===== src/rtl/axi_pkg.sv =====
// Shared definitions for the AXI-Stream helper blocks: streamer FSM
// encoding and the default output-buffer depth.
package axi_pkg;

    localparam int FIFO_DEPTH_DEFAULT = 2;

    typedef enum logic [1:0] {
        ST_IDLE  = 2'd0,
        ST_RUN   = 2'd1,
        ST_DRAIN = 2'd2,
        ST_DONE  = 2'd3
    } stream_state_e;

endpackage


===== src/rtl/stream_fifo2.sv =====
// Two-entry first-word-fall-through buffer; the head entry is a register
// that drives o_data directly, so the output never glitches.
module stream_fifo2 #(
    parameter int W = 9
) (
    input  logic         clk,
    input  logic         rst_n,
    input  logic         i_push,
    input  logic [W-1:0] i_data,
    input  logic         i_pop,
    output logic [W-1:0] o_data,
    output logic         o_full,
    output logic         o_empty
);

    logic [W-1:0] r_head;
    logic [W-1:0] r_tail;
    logic [1:0]   r_count;
    logic         w_pop;
    logic         w_push;

    // A push into a full buffer is only legal when the head leaves this cycle.
    always_comb begin
        w_pop  = i_pop && (r_count != 2'd0);
        w_push = i_push && ((r_count != 2'd2) || w_pop);
    end

    always_ff @(posedge clk or negedge rst_n) begin
        if (!rst_n) begin
            r_head  <= '0;
            r_tail  <= '0;
            r_count <= 2'd0;
        end else begin
            case ({w_push, w_pop})
                2'b10: begin
                    if (r_count == 2'd0) r_head <= i_data;
                    else                 r_tail <= i_data;
                    r_count <= r_count + 2'd1;
                end
                2'b01: begin
                    r_head  <= r_tail;
                    r_count <= r_count - 2'd1;
                end
                2'b11: begin
                    if (r_count == 2'd1) begin
                        r_head <= i_data;
                    end else begin
                        r_head <= r_tail;
                        r_tail <= i_data;
                    end
                end
                default: ;
            endcase
        end
    end

    assign o_data  = r_head;
    assign o_full  = (r_count == 2'd2);
    assign o_empty = (r_count == 2'd0);

endmodule


===== src/rtl/bram_rd_streamer.sv =====
// Reads a contiguous (wrapping) BRAM region and emits it as an AXI4-Stream
// byte stream, with credit-based read issue into a 2-entry output buffer.
module bram_rd_streamer
    import axi_pkg::*;
#(
    parameter int ADDR_BW    = 8,
    parameter int FIFO_DEPTH = FIFO_DEPTH_DEFAULT
) (
    input  logic               clk,
    input  logic               rst_n,
    input  logic               i_start,
    input  logic [ADDR_BW-1:0] i_base_addr,
    input  logic [ADDR_BW:0]   i_len,
    output logic               o_busy,
    output logic               o_done,
    output logic               o_r_en,
    output logic [ADDR_BW-1:0] o_r_addr,
    input  logic [7:0]         i_r_data,
    output logic               o_tvalid,
    output logic [7:0]         o_tdata,
    output logic               o_tlast,
    input  logic               i_tready,
    output stream_state_e      o_state
);

    localparam logic [ADDR_BW:0]   LEN_ONE  = (ADDR_BW + 1)'(1);
    localparam logic [ADDR_BW-1:0] ADDR_ONE = ADDR_BW'(1);

    stream_state_e      r_state;
    stream_state_e      w_next_state;
    logic               r_armed;
    logic [ADDR_BW-1:0] r_addr;
    logic [ADDR_BW:0]   r_rd_left;
    logic               r_inflight;
    logic               r_inflight_last;

    logic               w_pop;
    logic               w_rd_issue;
    logic               w_rd_last;
    logic [2:0]         w_occ;
    logic [2:0]         w_credit;
    logic               w_fifo_full;
    logic               w_fifo_empty;
    logic [8:0]         w_fifo_dout;

    // Read data returns one cycle after issue, so at most one read is in
    // flight; a new read is allowed only if it is guaranteed a buffer slot.
    always_comb begin
        w_pop      = !w_fifo_empty && i_tready;
        w_occ      = w_fifo_full ? 3'd2 : (w_fifo_empty ? 3'd0 : 3'd1);
        w_credit   = w_occ + {2'b00, r_inflight} - {2'b00, w_pop};
        // r_armed holds off the first RUN cycle so the first read follows
        // acceptance by two edges and the first beat by three.
        w_rd_issue = (r_state == ST_RUN) && r_armed && (r_rd_left != '0)
                     && (w_credit < 3'(FIFO_DEPTH));
        w_rd_last  = w_rd_issue && (r_rd_left == LEN_ONE);
    end

    always_comb begin
        w_next_state = r_state;
        case (r_state)
            ST_IDLE: begin
                if (i_start) w_next_state = (i_len == '0) ? ST_DONE : ST_RUN;
            end
            ST_RUN: begin
                if (w_rd_last) w_next_state = ST_DRAIN;
            end
            ST_DRAIN: begin
                if (w_pop && w_fifo_dout[8]) w_next_state = ST_DONE;
            end
            ST_DONE: begin
                w_next_state = ST_IDLE;
            end
            default: w_next_state = ST_IDLE;
        endcase
    end

    always_ff @(posedge clk or negedge rst_n) begin
        if (!rst_n) begin
            r_state         <= ST_IDLE;
            r_armed         <= 1'b0;
            r_addr          <= '0;
            r_rd_left       <= '0;
            r_inflight      <= 1'b0;
            r_inflight_last <= 1'b0;
        end else begin
            r_state         <= w_next_state;
            r_armed         <= (r_state == ST_RUN);
            r_inflight      <= w_rd_issue;
            r_inflight_last <= w_rd_last;
            if ((r_state == ST_IDLE) && i_start) begin
                r_addr    <= i_base_addr;
                r_rd_left <= i_len;
            end else if (w_rd_issue) begin
                r_addr    <= r_addr + ADDR_ONE;
                r_rd_left <= r_rd_left - LEN_ONE;
            end
        end
    end

    stream_fifo2 #(
        .W (9)
    ) u_fifo (
        .clk     (clk),
        .rst_n   (rst_n),
        .i_push  (r_inflight),
        .i_data  ({r_inflight_last, i_r_data}),
        .i_pop   (w_pop),
        .o_data  (w_fifo_dout),
        .o_full  (w_fifo_full),
        .o_empty (w_fifo_empty)
    );

    assign o_busy   = (r_state == ST_RUN) || (r_state == ST_DRAIN);
    assign o_done   = (r_state == ST_DONE);
    assign o_r_en   = w_rd_issue;
    assign o_r_addr = r_addr;
    assign o_tvalid = !w_fifo_empty;
    assign o_tdata  = w_fifo_dout[7:0];
    assign o_tlast  = !w_fifo_empty && w_fifo_dout[8];
    assign o_state  = r_state;

endmodule

===== config.mk =====
export PLATFORM = sky130hd
export DESIGN_NAME = bram_rd_streamer
export DESIGN_NICKNAME = d
export VERILOG_FILES = /design/src/rtl/axi_pkg.sv /design/src/rtl/stream_fifo2.sv /design/src/rtl/bram_rd_streamer.sv
export SDC_FILE = /design/constraint.sdc
export NUM_CORES = 1
export LEC_CHECK = 0
export CAP_MARGIN = 30
export CORE_ASPECT_RATIO = 2
export CORE_MARGIN = 5
export CORE_UTILIZATION = 40
export DETAILED_ROUTE_END_ITERATION = 16
export PLACE_DENSITY = 0.75
export SYNTH_ARGS = -nofsm -noshare
export SYNTH_HDL_FRONTEND = slang
export SYNTH_SLANG_ARGS = --single-unit

===== constraint.sdc =====
create_clock -name clk -period 5.96 [get_ports clk]
set_input_delay 0.596 -clock clk [delete_from_list [all_inputs] [get_ports clk]]
set_output_delay 0.596 -clock clk [all_outputs]
set_load 0.1 [all_outputs]

==> flow_summary.toml, run 1 <==
[yosys]
post_synth_num_cell_types = 39
synth-main-ff-cell = "sky130_fd_sc_hd__dfrtp_1"
synth-seq-cells = 42
syn_nets = 283
synthesis.yosys.warnings = 0
synthesis.area_per_instance_um2 = 9.77
synth-async-reset-ratio_pct = 100
yosysTopAreaCell = "sky130_fd_sc_hd__dfrtp_1"
synth-edff-count = 0
synth_seq_area_share_pct = 44.8
syn_inst = 240
synth.cell_area_um2 = 2340
synth_top_area_share_pct = 44.8
synth_top_cells_by_area = "sky130_fd_sc_hd__dfrtp_1, sky130_fd_sc_hd__ha_1, sky130_fd_sc_hd__xnor2_1"

[cells_and_area]
finalCoreUtilization_pct = 53.5
synthToLayoutAreaGrowth_pct = 30.1
finish.instance_area_um2 = 3050
multi_input_area_um2 = 1150
n_antenna_cell = 0
fillerInstances = 508
share_of_cells_above_drive_strength_1_pct = 8.45
register_area_um2 = 1050
nets_final = 326

[sta]
final_hold_viol_count = 0
timing_max_transition_violations_final = 0
max_freq_ghz = 0.222
clock_skew_ns = 0.00592
unrepaired_setup_endpoints_after_global_routing = "no"
setup-violations-final = 0
crit_share_post_route_pct = 75.5
worst-slew-pin-transition_ns = 0.989
timing.setup.tns_ns = 0
relSlewSlack_pct = 34.0
final_worst_hold_slack_ns = 0.103
fin_crit_ns = 4.50

[setup_path]
r2r-start = "u_fifo.r_count[0]"
startpoint_type = "input pin"
r2r-end = "o_r_addr[0]"
reg2reg_slack_ns = 3.04
worst-r2r-cell-count = 11
critPathRequiredTime_ns = 5.36
worst_setup_path_end = "o_r_en"
worst-endpoint-arrival_ns = 3.90
criticalPathCategory = "input pin to output pin"
maximum_net_fanout_on_the_critical_path = 12
worstSetupEndpointType = "output pin"
critical_path.startpoint = "i_tready"

[clocking]
clock-root-buffer = "sky130_fd_sc_hd__clkbuf_16"
cts_max_level = 2
worst_setup_hold_path_clk_slew_ns = 0.06
clock_tree_from_tritoncts = "built"
ctsResizeCount = 0
numClockSinks = 42
numCtsBuffers = 5
cts_hold_buffers = 0
clock_latency_ns = 0.28
post_cts.repair.setup_buffers = 0
cts_buffer_depth = 2

[routing]
drtAntennaViolNets = 0
totalWireLength_um = 5080
routedWlPerCell_um = 14.7
drt_first_iter_violations = 65
vias = 1853
drtPass1Iterations = 4
drc = 0
avg_vias_per_cell = 5.37

[placement]
final_weighted_congestion_in_routability_driven_placement = 0.834
placement_cell_area_um2 = 2830
portBuffers = 51
dp_hpwl_um = 3830

[die]
die_span_in_y_um = 118
coreArea_um2 = 5710
die-area_um2 = 7590
die_x_um = 64.1
std_cell_rows = 39
floorplan.initialDensity_pct = 41.1
io_pins = 52

[grt]
grt_antenna_before_repair = 0
wire_length_of_the_first_global_routing_pass_um = 8760
grt_max_degree = 43
grt_overflow = 0
first_global_vias = 1997
grt_usage_pct = 14.3

[run]
maxCapViolations = 0

[hold_path]
worstHoldPathType = "input pin to async pin"

[status]
status = "finished, final reports clean"
registers in the layout, summed over array words and instances, names as in the netlist:
name / cells
o_r_addr: 8
o_state: 2
r_armed: 1
r_inflight: 1
r_inflight_last: 1
r_rd_left: 9
u_fifo.o_data: 9
u_fifo.r_count: 2
u_fifo.r_tail: 9
cells in the final DEF (no fill, tap or decap), types with 2 or more instances in the layout:
cell type | Yosys | final
sky130_fd_sc_hd__nand2_1 | 31 | 31
sky130_fd_sc_hd__nor2_1 | 21 | 21
sky130_fd_sc_hd__nand2b_1 | 2 | 2
sky130_fd_sc_hd__or3_1 | 4 | 4
sky130_fd_sc_hd__xnor2_1 | 14 | 14
sky130_fd_sc_hd__nor4_1 | 7 | 7
sky130_fd_sc_hd__a21oi_1 | 14 | 14
sky130_fd_sc_hd__o2111ai_1 | 2 | 2
sky130_fd_sc_hd__clkbuf_16 | 0 | 5
sky130_fd_sc_hd__mux2i_1 | 4 | 4
sky130_fd_sc_hd__nor2b_1 | 3 | 3
sky130_fd_sc_hd__and3_1 | 2 | 2
sky130_fd_sc_hd__a22oi_1 | 9 | 9
sky130_fd_sc_hd__nor4b_1 | 2 | 2
sky130_fd_sc_hd__and2_1 | 3 | 3
sky130_fd_sc_hd__a31oi_1 | 6 | 6
sky130_fd_sc_hd__nor3_1 | 4 | 4
sky130_fd_sc_hd__clkdlybuf4s50_1 | 0 | 50
sky130_fd_sc_hd__ha_1 | 14 | 14
sky130_fd_sc_hd__dfrtp_1 | 42 | 42
sky130_fd_sc_hd__bufinv_16 | 0 | 2
sky130_fd_sc_hd__inv_1 | 13 | 13
sky130_fd_sc_hd__or4_1 | 2 | 2
sky130_fd_sc_hd__mux2_2 | 10 | 10
sky130_fd_sc_hd__nand3_1 | 2 | 2
Yosys cell counts (all sizes together), types with 2 or more instances:
master and count:
buf 10, a22oi 9, nor2 21, a31oi 6, clkbuf 6, nand3 2, nand2 31, nor4 8
nor4b 2, or3 5, and2 4, nor3 4, dfrtp 42, and3 2, mux2 10, a21oi 14
ha 14, nand2b 2, inv 14, mux2i 4, or4 2, o2111ai 2, xnor2 14, nor2b 3
per-layer routing:
metal	vias to the layer above	GRT usage, %	wire length, µm	share of wire, %
li1	909	-	-	-
met1	879	15.2	1940	38
met2	54	26.4	2780	55
met3	11	3.80	252	5.0
met4	0	5.10	114	2.2
met5	-	0	0	0
cells by family (layout without fill, tap and decap cells):
kind of cell               count (synthesis)  in the layout  share of synthesized area (%)
buffers and inverters                     30             74                           6.24
AOI/OAI and AO/OA                         37             37                           10.3
DFF                                       42             42                           44.8
adders and majority gates                 14             14                           7.47
and+or+nand+nor                           89             89                           19.4
xor gates and xnor gates                  14             14                           5.23
muxes                                     14             14                           6.51
through the flow:
stage	setup WS (ns)	cells
floorplan	2.60	240
finish	1.46	345
global placement	1.53	336
global route	1.28	345
CTS	1.47	344
detailed placement	1.50	336
worst min-delay path by stage:
stage                    start               end  slack (ns)  depth (start not counted)
2_1_floorplan            rst_n       o_r_addr[0]        0.30                          0
3_3_place_gp   r_inflight_last  u_fifo.o_data[8]        0.45                          2
3_5_place_dp   r_inflight_last  u_fifo.o_data[8]        0.46                          2
4_1_cts        r_inflight_last  u_fifo.o_data[8]        0.48                          2
5_1_grt                  rst_n  u_fifo.o_data[4]        0.09                          1
6_report                 rst_n  u_fifo.o_data[4]        0.10                          1
layout make-up:
cell class | instances | area share (%)
clock buffer | 6 | 4.55
clock inverter | 2 | 1.97
inverter | 14 | 1.72
multi-input combinational | 168 | 37.6
sequential | 42 | 34.4
tap | 61 | 2.50
timing repair buffer | 52 | 17.2
worst max-delay path: stages:
cell	delay [ns]
sky130_fd_sc_hd__clkdlybuf4s50_1	0.53
sky130_fd_sc_hd__nand2b_1	0.12
sky130_fd_sc_hd__inv_1	0.12
sky130_fd_sc_hd__ha_1	0.24
sky130_fd_sc_hd__nor2b_1	0.14
sky130_fd_sc_hd__xnor2_1	0.25
sky130_fd_sc_hd__or3_1	0.54
sky130_fd_sc_hd__inv_2	0.19
sky130_fd_sc_hd__clkdlybuf4s50_1	1.16
Power of run 1 is left out: the tool's default activity adds up to more than one toggle a clock period on the data nets, which glitch-free logic cannot reach.
==> run 2, diff against run 1 <==
==> constraint.sdc (replaced) <==
create_clock -name clk -period 4.29 [get_ports clk]
set_input_delay 0.429 -clock clk [delete_from_list [all_inputs] [get_ports clk]]
set_output_delay 0.429 -clock clk [all_outputs]
set_load 0.1 [all_outputs]
==> flow_summary.toml, run 2 (synthesized netlist as in run 1, its figures left out) <==
[sta]
unrepaired_setup_endpoints_after_global_routing = "no"
final_hold_viol_count = 0
final_worst_hold_slack_ns = 0.0400
timing_max_transition_violations_final = 0
fin_crit_ns = 3.50
max_freq_ghz = 0.286
clock_skew_ns = 0.00426
setup-violations-final = 0
timing.setup.tns_ns = 0
relSlewSlack_pct = 34.2
crit_share_post_route_pct = 81.6
worst-slew-pin-transition_ns = 0.985

[placement]
dp_hpwl_um = 3950
final_weighted_congestion_in_routability_driven_placement = 0.839
place_inst = 337
portBuffers = 51

[clocking]
clock_latency_ns = 0.29
clock-root-buffer = "sky130_fd_sc_hd__clkbuf_16"
numClockSinks = 42
numCtsBuffers = 5
ctsResizeCount = 0
cts_buffer_depth = 2
cts_hold_buffers = 0
clock_tree_from_tritoncts = "built"
cts_max_level = 2
worst_setup_hold_path_clk_slew_ns = 0.06
post_cts.repair.setup_buffers = 0

[grt]
met1_usage_pct = 14.3
grt_antenna_before_repair = 0
first_global_vias = 1905
grt_usage_pct = 14.1
grt_max_degree = 43
wire_length_of_the_first_global_routing_pass_um = 8560
busiest_layer = "met2"
gr-usage-met2_pct = 25.8
grt_overflow = 0
globalRouteMet3Util_pct = 3.04

[routing]
drtAntennaViolNets = 0
totalWireLength_um = 5300
avg_vias_per_cell = 5.36
drt_first_iter_violations = 66
vias = 1856
drc = 0
routedWlPerCell_um = 15.3
drtPass1Iterations = 4

[setup_path]
r2r-end = "o_r_addr[0]"
criticalPathCategory = "register to output pin"
worst-r2r-cell-count = 11
critical_path.max_stage_delay_ns = 0.68
critPathRequiredTime_ns = 3.86
ordered_list_of_cells_on_the_worst_path = "inv_1, ha_1, nand2b_1, inv_1, ha_1, xnor2_1, xnor2_1, or3_1, inv_2, buf_4"
worstSetupEndpointType = "output pin"
r2r-start = "u_fifo.r_count[0]"
worst-endpoint-arrival_ns = 3.07
reg2reg_slack_ns = 1.36
crit_path_max_delay_cell_type = "sky130_fd_sc_hd__xnor2_1"
maximum_net_fanout_on_the_critical_path = 12
startpoint_type = "register"

[run]
maxCapViolations = 0

[die]
io_pins = 52
coreArea_um2 = 5710
die_x_um = 64.1
std_cell_rows = 39
die-area_um2 = 7590
floorplan.initialDensity_pct = 41.1
die_span_in_y_um = 118

[cells_and_area]
layout.cells.non_filler = 346
nets_final = 327
n_antenna_cell = 0
share_of_cells_above_drive_strength_1_pct = 9.12
final_common_cell = "sky130_fd_sc_hd__clkdlybuf4s50_1"
synthToLayoutAreaGrowth_pct = 29.3
most-common-layout-cells = "sky130_fd_sc_hd__clkdlybuf4s50_1, sky130_fd_sc_hd__dfrtp_1, sky130_fd_sc_hd__nand2_1"
finalCoreUtilization_pct = 53.1

[hold_path]
worstHoldPathType = "input pin to async pin"

[status]
status = "finished, final reports clean"
[run 2: changes by cell type in the layout (fill, tap and decap cells not counted), sizes merged]
| cell | delta |
|---|---|
| bufinv | -1 |
| clkbuf | -1 |
| inv | +1 |
| clkinvlp | +1 |
| buf | +2 |
| clkdlybuf4s50 | -1 |
[run 2: how the worst max path moves through the flow]
| stage | from | slack, ns | end |
|---|---|---|---|
| 5_1_grt | u_fifo.r_count[0] | 0.49 | o_r_en |
| 3_3_place_gp | i_tready | 1.03 | o_r_en |
| 6_report | u_fifo.r_count[0] | 0.79 | o_r_en |
| 3_5_place_dp | i_tready | 0.96 | o_r_en |
| 2_1_floorplan | u_fifo.r_count[0] | 1.01 | o_r_addr[4] |
| 4_1_cts | u_fifo.r_count[0] | 0.78 | o_r_en |
[run 2: routing by layer]
metal	part of all wire [%]	wire length, µm
met5	0	0
met4	4.1	218
met2	54	2870
met1	36	1920
met3	5.5	289
[run 2: metrics by stage]
step                worst slack [ns]  cell area [µm²]
floorplan                       1.01             2340
global placement                1.03             2840
detailed placement             0.965             2840
CTS                            0.783             3010
global route                   0.491             3030
finish                         0.787             3030
[run 2: critical path: cells and delay by family (launching register included)]
kind	cells	cell delay, ns
xor gates and xnor gates	2	0.81
buffers and inverters	4	0.62
and+or+nand+nor	2	0.54
adders and majority gates	2	0.42
DFF	1	0.40
[run 2: final cells by class]
class | instances | area (µm²)
well taps | 61 | 76.3
fillers | 510 | 2680
flip-flops and latches | 42 | 1050
clock inverters | 3 | 48.8
repair buffers | 53 | 531
multi-input cells | 168 | 1150
clock buffers | 5 | 125
inverters | 14 | 52.6
Power of run 2 is left out for the same reason.
==> run 3, diff against run 2 <==
--- a/config.mk
+++ b/config.mk
@@ -10,7 +10,7 @@
 export CORE_MARGIN = 5
 export CORE_UTILIZATION = 40
 export DETAILED_ROUTE_END_ITERATION = 16
-export PLACE_DENSITY = 0.75
+export PLACE_DENSITY = 0.77
 export SYNTH_ARGS = -nofsm -noshare
 export SYNTH_HDL_FRONTEND = slang
 export SYNTH_SLANG_ARGS = --single-unit
==> constraint.sdc (replaced) <==
create_clock -name clk -period 2.98 [get_ports clk]
set_input_delay 0.298 -clock clk [delete_from_list [all_inputs] [get_ports clk]]
set_output_delay 0.298 -clock clk [all_outputs]
set_load 0.1 [all_outputs]
==> flow_summary.toml, run 3 (synthesized netlist as in run 1, its figures left out) <==
[grt]
globalRouteMet3Util_pct = 3.04
wire_length_of_the_first_global_routing_pass_um = 8760
busiest_layer = "met2"
grt_overflow = 0
grt_max_degree = 43
grt_antenna_before_repair = 0
first_global_vias = 2039
met1_usage_pct = 14.3
gr-usage-met2_pct = 25.8
grt_usage_pct = 14.0

[die]
coreArea_um2 = 5710
die_span_in_y_um = 118
std_cell_rows = 39
die-area_um2 = 7590
die_x_um = 64.1
io_pins = 52
floorplan.initialDensity_pct = 41.1

[run]
maxCapViolations = 0

[cells_and_area]
final_common_cell = "sky130_fd_sc_hd__dfrtp_1"
fillerInstances = 522
n_antenna_cell = 0
nets_final = 331
finalCoreUtilization_pct = 52.9
most-common-layout-cells = "sky130_fd_sc_hd__dfrtp_1, sky130_fd_sc_hd__nand2_1, sky130_fd_sc_hd__clkdlybuf4s50_1"
share_of_cells_above_drive_strength_1_pct = 18.0
synthToLayoutAreaGrowth_pct = 28.8

[clocking]
clock-root-buffer = "sky130_fd_sc_hd__clkbuf_16"
cts_buffer_depth = 2
worst_setup_hold_path_clk_slew_ns = 0.06
numCtsBuffers = 5
clock_tree_from_tritoncts = "built"
clock_latency_ns = 0.28
numClockSinks = 42
cts_max_level = 2

[sta]
final_worst_hold_slack_ns = -0.0116
crit_share_post_route_pct = 93.6
timing_max_transition_violations_final = 0
max_freq_ghz = 0.358
fin_crit_ns = 2.79
final_hold_viol_count = 20
unrepaired_setup_endpoints_after_global_routing = "no"
setup-violations-final = 0
worst-slew-pin-transition_ns = 0.967
relSlewSlack_pct = 35.3
clock_skew_ns = 0.00376
timing.setup.tns_ns = 0

[hold_path]
worstHoldPathType = "input pin to async pin"

[routing]
vias = 1923
avg_vias_per_cell = 5.49
drc = 0
drtAntennaViolNets = 0
drt_first_iter_violations = 79
totalWireLength_um = 5110
drtPass1Iterations = 4
routedWlPerCell_um = 14.6

[setup_path]
worstSetupEndpointType = "output pin"
criticalPathCategory = "register to output pin"
startpoint_type = "register"
maximum_net_fanout_on_the_critical_path = 7
critPathRequiredTime_ns = 2.68
worst-endpoint-arrival_ns = 2.49

[placement]
portBuffers = 51
final_weighted_congestion_in_routability_driven_placement = 0.825
dp_hpwl_um = 3880

[status]
failed_checks = "negative hold slack"
status = "finished, violations left"
-- run 3: through the flow --
| stage | hold WS, ns | setup WS [ns] | std cells | cell area [µm²] |
|---|---|---|---|---|
| floorplan | 0.00241 | 0.0464 | 240 | 2350 |
| global placement | 0.452 | 0.336 | 341 | 2840 |
| detailed placement | 0.454 | 0.264 | 341 | 2840 |
| CTS | 0.206 | 0.0230 | 349 | 2990 |
| global route | 0.00829 | 0.0116 | 350 | 3020 |
| finish | -0.0116 | 0.190 | 350 | 3020 |
-- run 3: area by class of cell --
type | count | area, µm² | area share, %
Multi-Input combinational cell | 168 | 1160 | 38.4
Sequential cell | 42 | 1050 | 34.8
Timing Repair Buffer | 57 | 523 | 17.3
Clock buffer | 7 | 143 | 4.72
Tap cell | 61 | 76.3 | 2.53
Inverter | 14 | 61.3 | 2.03
Clock inverter | 1 | 5.00 | 0.166
-- run 3: critical path, stage by stage, from the launching register on --
cell and delay (ns):
sky130_fd_sc_hd__dfrtp_1 0.39, sky130_fd_sc_hd__inv_1 0.12, sky130_fd_sc_hd__ha_1 0.22, sky130_fd_sc_hd__nand2b_4 0.15
sky130_fd_sc_hd__inv_1 0.07, sky130_fd_sc_hd__ha_1 0.27, sky130_fd_sc_hd__nor2b_1 0.13, sky130_fd_sc_hd__xnor2_1 0.11
sky130_fd_sc_hd__or3_4 0.45, sky130_fd_sc_hd__inv_6 0.11, sky130_fd_sc_hd__buf_12 0.17
-- run 3: what timing repair did --
action                                  CTS  global route
buffers inserted                          0             0
endpoints found under the setup margin    0             1
hold buffers                              0             0
gates resized for setup                   0             2
-- run 3: metal layers --
layer | vias up | wire length [µm] | share of wire, %
met4 | 0 | 142 | 2.8
li1 | 921 | - | -
met1 | 921 | 1890 | 37
met3 | 11 | 313 | 6.1
met2 | 70 | 2760 | 54
met5 | - | 0 | 0
-- run 3: worst paths after layout --
path / from / slack (ns) / to / depth (start not counted)
setup / recovery: u_fifo.r_count[1] / 0.19 / o_r_en / 10
max in group asynchronous: rst_n / 2.78 / u_fifo.r_tail[1] / 2
hold / removal: rst_n / -0.01 / u_fifo.r_tail[6] / 2
hold reg to reg: r_inflight_last / 0.47 / u_fifo.o_data[8] / 2
min in group clk: r_inflight_last / 0.47 / u_fifo.o_data[8] / 2
setup reg to reg: u_fifo.r_count[1] / 0.44 / o_r_addr[6] / 10
Power of run 3 is left out for the same reason.
